[src/rtl/ceil_div_serial.sv]
// Run-time ceiling divider: quotient = ceil(dividend / divisor), computed by a
// bit-serial restoring divider (one quotient bit per cycle) behind valid/ready
// handshakes on both the operand and the result side.
module ceil_div_serial #(
    parameter int WIDTH = 32
) (
    input  logic             clk_i,
    input  logic             rst_i,
    input  logic             in_valid_i,
    output logic             in_ready_o,
    input  logic [WIDTH-1:0] dividend_i,
    input  logic [WIDTH-1:0] divisor_i,
    output logic             out_valid_o,
    input  logic             out_ready_i,
    output logic [WIDTH-1:0] quotient_o,
    output logic [WIDTH-1:0] remainder_o,
    output logic             exact_o,
    output logic             div_zero_o
);

    localparam int CNT_W = $clog2(WIDTH);

    typedef enum logic [1:0] {IDLE, CALC, ADJ, DONE} state_t;

    state_t           state;
    state_t           state_nxt;
    logic [CNT_W-1:0] cnt;
    logic [WIDTH-1:0] rem;
    logic [WIDTH-1:0] quo;
    logic [WIDTH-1:0] dvsr;
    logic [WIDTH:0]   rem_shift;
    logic [WIDTH:0]   trial;
    logic             fits;

    // Round the floor quotient up by one whenever a remainder is left over.
    // Cannot overflow: divisor >= 1 keeps the ceiling at or below the dividend.
    function automatic logic [WIDTH-1:0] ceil_round(input logic [WIDTH-1:0] q,
                                                    input logic [WIDTH-1:0] r);
        return q + {{(WIDTH-1){1'b0}}, (r != '0)};
    endfunction

    assign in_ready_o  = (state == IDLE);
    assign out_valid_o = (state == DONE);

    // Trial subtraction one bit wider than the operands, so the bit shifted out
    // of a partial remainder with its MSB set is not lost.
    always_comb begin
        rem_shift = {rem, quo[WIDTH-1]};
        trial     = rem_shift - {1'b0, dvsr};
        fits      = ~trial[WIDTH];
    end

    // State register.
    always_ff @(posedge clk_i) begin
        if (rst_i) state <= IDLE;
        else       state <= state_nxt;
    end

    // Next-state logic.
    always_comb begin
        state_nxt = state;
        case (state)
            IDLE: if (in_valid_i) state_nxt = (divisor_i == '0) ? DONE : CALC;
            CALC: if (cnt == CNT_W'(WIDTH - 1)) state_nxt = ADJ;
            ADJ:  state_nxt = DONE;
            DONE: if (out_ready_i) state_nxt = IDLE;
            default: state_nxt = IDLE;
        endcase
    end

    // Datapath: operand latch, one restoring-division step per CALC cycle,
    // and the result registers loaded in ADJ (or directly for a zero divisor).
    always_ff @(posedge clk_i) begin
        if (rst_i) begin
            cnt         <= '0;
            rem         <= '0;
            quo         <= '0;
            dvsr        <= '0;
            quotient_o  <= '0;
            remainder_o <= '0;
            exact_o     <= 1'b0;
            div_zero_o  <= 1'b0;
        end else begin
            case (state)
                IDLE: begin
                    if (in_valid_i) begin
                        dvsr <= divisor_i;
                        quo  <= dividend_i;
                        rem  <= '0;
                        cnt  <= '0;
                        if (divisor_i == '0) begin
                            quotient_o  <= '1;
                            remainder_o <= '0;
                            exact_o     <= 1'b0;
                            div_zero_o  <= 1'b1;
                        end
                    end
                end
                CALC: begin
                    rem <= fits ? trial[WIDTH-1:0] : rem_shift[WIDTH-1:0];
                    quo <= {quo[WIDTH-2:0], fits};
                    cnt <= cnt + 1'b1;
                end
                ADJ: begin
                    quotient_o  <= ceil_round(quo, rem);
                    remainder_o <= rem;
                    exact_o     <= (rem == '0);
                    div_zero_o  <= 1'b0;
                end
                default: ;
            endcase
        end
    end

endmodule

[config.mk]
export PLATFORM = sky130hd
export DESIGN_NAME = ceil_div_serial
export DESIGN_NICKNAME = d
export VERILOG_FILES = /design/src/rtl/ceil_div_serial.sv
export SDC_FILE = /design/constraint.sdc
export NUM_CORES = 1
export LEC_CHECK = 0
export CAP_MARGIN = 20
export CORE_UTILIZATION = 49
export DETAILED_ROUTE_END_ITERATION = 7
export MAX_ROUTING_LAYER = met4
export PLACE_DENSITY = 0.74
export SLEW_MARGIN = 30
export SYNTH_ARGS = -nofsm -noshare
export SYNTH_HDL_FRONTEND = slang
export SYNTH_SLANG_ARGS = --single-unit
export TNS_END_PERCENT = 100
[constraint.sdc]
create_clock -name clk_i -period 3.07 [get_ports clk_i]
set_clock_uncertainty 0.15 [all_clocks]
set_input_delay 0.614 -clock clk_i [delete_from_list [all_inputs] [get_ports clk_i]]
set_output_delay 0.614 -clock clk_i [all_outputs]
set_load 0.01 [all_outputs]
**Word level (Yosys, flattened, before mapping)**

Cells that the tools add are included.

- Register bits after elaboration: 169
- Word-level logic and storage cells: 55
- Input bits: 68
- Output and inout port bits: 68

- Eq/ne operators: 8
- Bitwise logic cells: 1
- Reduce and logical (&&, ||, !) cells: 10
- Mux-type cells: 24
- Add/sub/neg operators: 3

Operators with widths:

| cell | count |
|---|---|
| one-hot mux 32 bit (2 select lines) | 4 |
| 2-to-1 mux 32 bit | 7 |
| logical NOT 32 bit | 2 |
| subtractor 33 x 32 -> 33 bit | 1 |
| adder 32 x 1 -> 32 bit | 1 |
| nonzero test 32 bit | 1 |
| one-hot mux 5 bit (2 select lines) | 1 |
| 2-to-1 mux 2 bit | 4 |
| one-hot mux 2 bit (4 select lines) | 1 |
| AND reduction 3 bit | 2 |
| adder 5 x 1 -> 5 bit (second input constant) | 1 |
| equality test 5 bit (second input constant) | 1 |
| 2-to-1 mux 5 bit | 1 |
| equality test 2 bit (second input constant) | 2 |
| 2-to-1 mux 1 bit | 4 |
| != test 2 x 1 -> 1 bit (second input constant) | 2 |
| != test 2 bit (second input constant) | 2 |
| one-hot mux 1 bit (2 select lines) | 2 |
| AND reduction 2 bit | 2 |
| nonzero test 2 bit | 2 |
| equality test 2 x 1 -> 1 bit (second input constant) | 1 |
| logical NOT 2 bit | 1 |
| inverter 1 bit | 1 |

**Longest topological paths before layout**

- Word-level depth: 4
- Gate-level depth with buffers: 15
- Gate-level depth less buffers: 15

**Worst setup path after synthesis**

No wires, ideal clock.

- Path type: reg2reg
- Start point: reg quo[31]
- End point: reg rem[10]
- Slack: -0.089 ns
- Required time: 2.792 ns
- Period minus slack after synthesis: 3.159 ns
- Arrival time: 2.881 ns
- Library setup time: 0.128 ns
- Stages on the path, launching flop included: 14
- Buffers on the path: 1
- Cell sequence: dfxtp_1 inv_1 ha_1 fa_1 nand2b_1 a21oi_2 o211ai_2 a21boi_4 o311ai_2 o21a_4 o311ai_4 buf_6 mux2i_1 o21ai_1

- Longest elaborated chain between the ends: 3

RTL lines:

| what | RTL line | RTL |
|---|---|---|
| from (decl) | 29 | `logic [WIDTH-1:0] quo;` |
| from (signal assigned) | 88 | `quo <= dividend_i;` |
| from (signal assigned) | 101 | `quo <= {quo[WIDTH-2:0], fits};` |
| subtractor 33 x 32 -> 33 bit | 49 | `trial = rem_shift - {1'b0, dvsr};` |
| 2-to-1 mux 32 bit | 100 | `rem <= fits ? trial[WIDTH-1:0] : rem_shift[WIDTH-1:0];` |
| one-hot mux 32 bit (2 select lines) | 84 | `case (state)` |
| to (signal assigned) | 100 |  |
| to (decl) | 28 | `logic [WIDTH-1:0] rem;` |

No other way between the ends.
A chain may end at the register's enable or synchronous reset.

**Worst setup path in the final report**

- Start point: reg quo[31]
- End point: reg rem[11]

Same word-level chain as after synthesis.

==> metrics.cfg <==
[run_status]
status = finished with violations
failed_checks = negative setup slack

[logic_synthesis]
syn_inst = 1102
synth-main-ff-cell = dfxtp_1
synth.avg_cell_area_sq_um = 8.09
synth-edff-count = 0
synth_warnings = 0
synthArstFlopShare_pct = 0
synthDistinctLibCells = 63
ys_seq_area_share_pct = 37.9
synth_nets = 1211
synth_area_sq_um = 8920
synth_seq_cells = 169

[cts]
cts-htree-levels = 4
clk_pin_slew_ns = 0.07
cts_buffers = 17
clock-sinks = 169
hold_buffers = 0
clk_path_buf_depth = 2
tritoncts = built
clk_latency_ns = 0.43
cts_root_buf = clkbuf_16

[timing]
fin_crit_sh_pct = 100
slew_headroom_pct = 56.2
setup_slack_ns = -0.0151
slew_violations = 0
rsz0062_at_grt = true
report.final.setup_viol = 4
worstMarginPinSlew_ns = 0.655
layout_min_cycle_time_ns = 3.09
fmax_mhz = 324
hold_violations = 0

[worst_setup_path]
cp_max_fo = 8
worst_setup_path_end_kind = register
cp.arrival_ns = 3.24
startpoint_type = register
r2r_end = rem[11]
ff2ff_setup_slack_ns = -0.02
critPathRequiredTime_ns = 3.23
r2r_start = quo[31]
ff2ff_path_depth = 14
worstSetupPathType = reg -> reg

[die]
initial_core_util_pct = 50.9
num_io_pins = 136
die-area_sq_um = 18700
core_sq_um = 17500
die_y_microns = 137
num_rows = 48
dieWidth_microns = 137

[final_layout]
nFillCells = 1457
drive_gt1_share_pct = 12.9
final_nets = 1379
finish.utilization_pct = 67.3
post-route-cell-area_sq_um = 11800
finalNonFillerCells = 1509
areaGrowthSynthToFinish_pct = 32.3

[route]
routed_via_density = 5.67
vias = 8558
ant_nets = 0
dr.pass1.iters = 5
wl_mm = 24.9
drt-wirelength-per-cell_microns = 16.5
drcViolationCount = 0
initialDrtViolationCount = 626

[global_routing]
grt_pass1_vias = 7869
grt_antenna_before_repair = 1
grt_use_total_pct = 27.8
grt_max_degree = 65
grt_pass1_wl_mm = 39.6
grt_overflow = 0

[placed_design]
place.gp.congestion = 0.965
place_area_sq_um = 10900
dpl.hpwl_mm = 17.6
port_buffers = 135
post-place-cells = 1468

[hold_path]
hold_path_end = remainder_o[27]
hold_depth = 2
hold_start = remainder_o[27]
worstHoldPathType = reg -> reg

[flow_run]
cap_violations = 0

## routing by layer
metal / GRT usage (%) / vias up / wire [microns] / share of wire [%]
li1: - / 4233 / - / -
met3: 4.15 / 53 / 1210 / 4.9
met5: - / - / 0 / 0
met4: 12.9 / 0 / 773 / 3.1
met2: 42.7 / 264 / 11600 / 47
met1: 35.8 / 4008 / 11200 / 45
## worst max path at each step
stage,depth (start not counted),endpoint,startpoint,slack (ns)
6_report,14,rem[11],quo[31],-0.02
5_1_grt,14,rem[11],quo[31],-0.14
4_1_cts,11,rem[31],dvsr[9],0.004
3_5_place_dp,12,quotient_o[6],divisor_i[5],-0.09
3_3_place_gp,13,remainder_o[6],divisor_i[5],-0.01
2_1_floorplan,13,rem[10],quo[31],0.03
## worst max-delay path, cell delays in order (launching register included)
cell,delay [ns]
dfxtp_2,0.33
inv_2,0.05
ha_4,0.16
fa_2,0.35
nand2b_4,0.16
a21oi_4,0.13
o211ai_2,0.12
a21boi_4,0.20
o311ai_4,0.13
o21a_4,0.23
o311ai_4,0.35
buf_6,0.16
buf_12,0.13
mux2i_1,0.22
o21ai_1,0.07
## layout by cell type (no fill, tap or decap), drive strengths merged, types with 3 or more instances in the layout
master / count
a32oi: 7
a21o: 14
a211oi: 37
o21ai: 46
nand2b: 9
and3: 10
nor4: 16
nand4: 7
o311ai: 3
a21oi: 99
xnor2: 26
and2: 5
nor2: 97
buf: 80
o22ai: 11
bufinv: 3
a311oi: 19
and4: 3
nor2b: 4
clkinv: 6
mux2i: 53
xor2: 31
nand3: 51
o221ai: 5
clkdlybuf4s50: 134
ha: 40
nand2: 170
o21a: 8
o21bai: 3
inv: 54
a31oi: 4
nor3: 7
clkbuf: 21
o211ai: 4
a21boi: 3
dfxtp: 169
## layout make-up
type | instances | area [sq um] | area share (%)
Inverter | 52 | 195 | 1.65
Sequential cell | 169 | 3390 | 28.7
Multi-Input combinational cell | 815 | 5270 | 44.6
Timing Repair Buffer | 215 | 2040 | 17.3
Tap cell | 225 | 282 | 2.38
Antenna cell | 1 | 2.50 | 0.0212
Clock inverter | 12 | 166 | 1.41
Clock buffer | 20 | 457 | 3.87
## Yosys cell counts, types with 3 or more instances
| master | instances | area, sq um |
|---|---|---|
| and2_1 | 5 | 31.3 |
| nor2b_1 | 4 | 25.0 |
| dfxtp_1 | 169 | 3380 |
| o21ai_0 | 17 | 85.1 |
| inv_1 | 51 | 191 |
| nand3_1 | 51 | 255 |
| a211oi_1 | 37 | 278 |
| mux2i_1 | 53 | 531 |
| nor2_1 | 97 | 364 |
| and4_1 | 3 | 26.3 |
| nor4_1 | 16 | 100 |
| o221ai_1 | 5 | 43.8 |
| a31oi_1 | 4 | 25.0 |
| nand2_1 | 169 | 634 |
| a32oi_1 | 7 | 61.3 |
| o211ai_1 | 3 | 22.5 |
| buf_2 | 6 | 30.0 |
| xor2_1 | 31 | 272 |
| a311oi_1 | 19 | 166 |
| nand4_1 | 7 | 43.8 |
| a21oi_1 | 97 | 485 |
| o21ai_1 | 29 | 145 |
| ha_1 | 40 | 500 |
| and3_1 | 10 | 62.6 |
| o21a_1 | 7 | 52.6 |
| clkbuf_1 | 55 | 206 |
| o21bai_1 | 3 | 22.5 |
| o22ai_1 | 11 | 68.8 |
| xnor2_1 | 26 | 228 |
| nand2b_1 | 9 | 56.3 |
| nor3_1 | 6 | 30.0 |
| a21o_1 | 14 | 105 |
| buf_1 | 3 | 11.3 |
## cells by family (layout without fill, tap and decap cells)
family	count (synthesis)	in the layout	synth area share, %
other	0	1	0
buffers and inverters	118	299	5.22
XOR/XNOR	57	57	5.60
multiplexers	53	53	5.95
adder cells (fa/ha/maj)	41	41	5.84
AO/OA/AOI/OAI	278	278	20.5
AND/OR/NAND/NOR	386	386	19.0
flip-flops	169	169	37.9
## sequential cells by signal, indices dropped and copies added, names as in the netlist
signal / cells
exact_o: 1
quo: 32
quotient_o: 32
rem: 32
state: 2
cnt: 5
remainder_o: 32
div_zero_o: 1
dvsr: 32
## repair_timing
item                                    CTS  global route
pin swaps                                 0            21
endpoints found under the setup margin    7            41
setup buffers                             0             7
cloned                                    0             1
resized for setup                         5            36
## per-stage QoR
step,hold slack [ns],worst slack [ns],TNS [ns]
after floorplan,0.286,0.0293,0
after global placement,0.288,-0.00990,-0.0908
after detailed placement,0.296,-0.0914,-2.64
after CTS,0.305,0.00354,0
after global routing,0.323,-0.143,-2.80
final,0.303,-0.0151,-0.0245
Power is not shown: default switching activity piles up to over one toggle a cycle in this logic, so the estimate is an artifact.
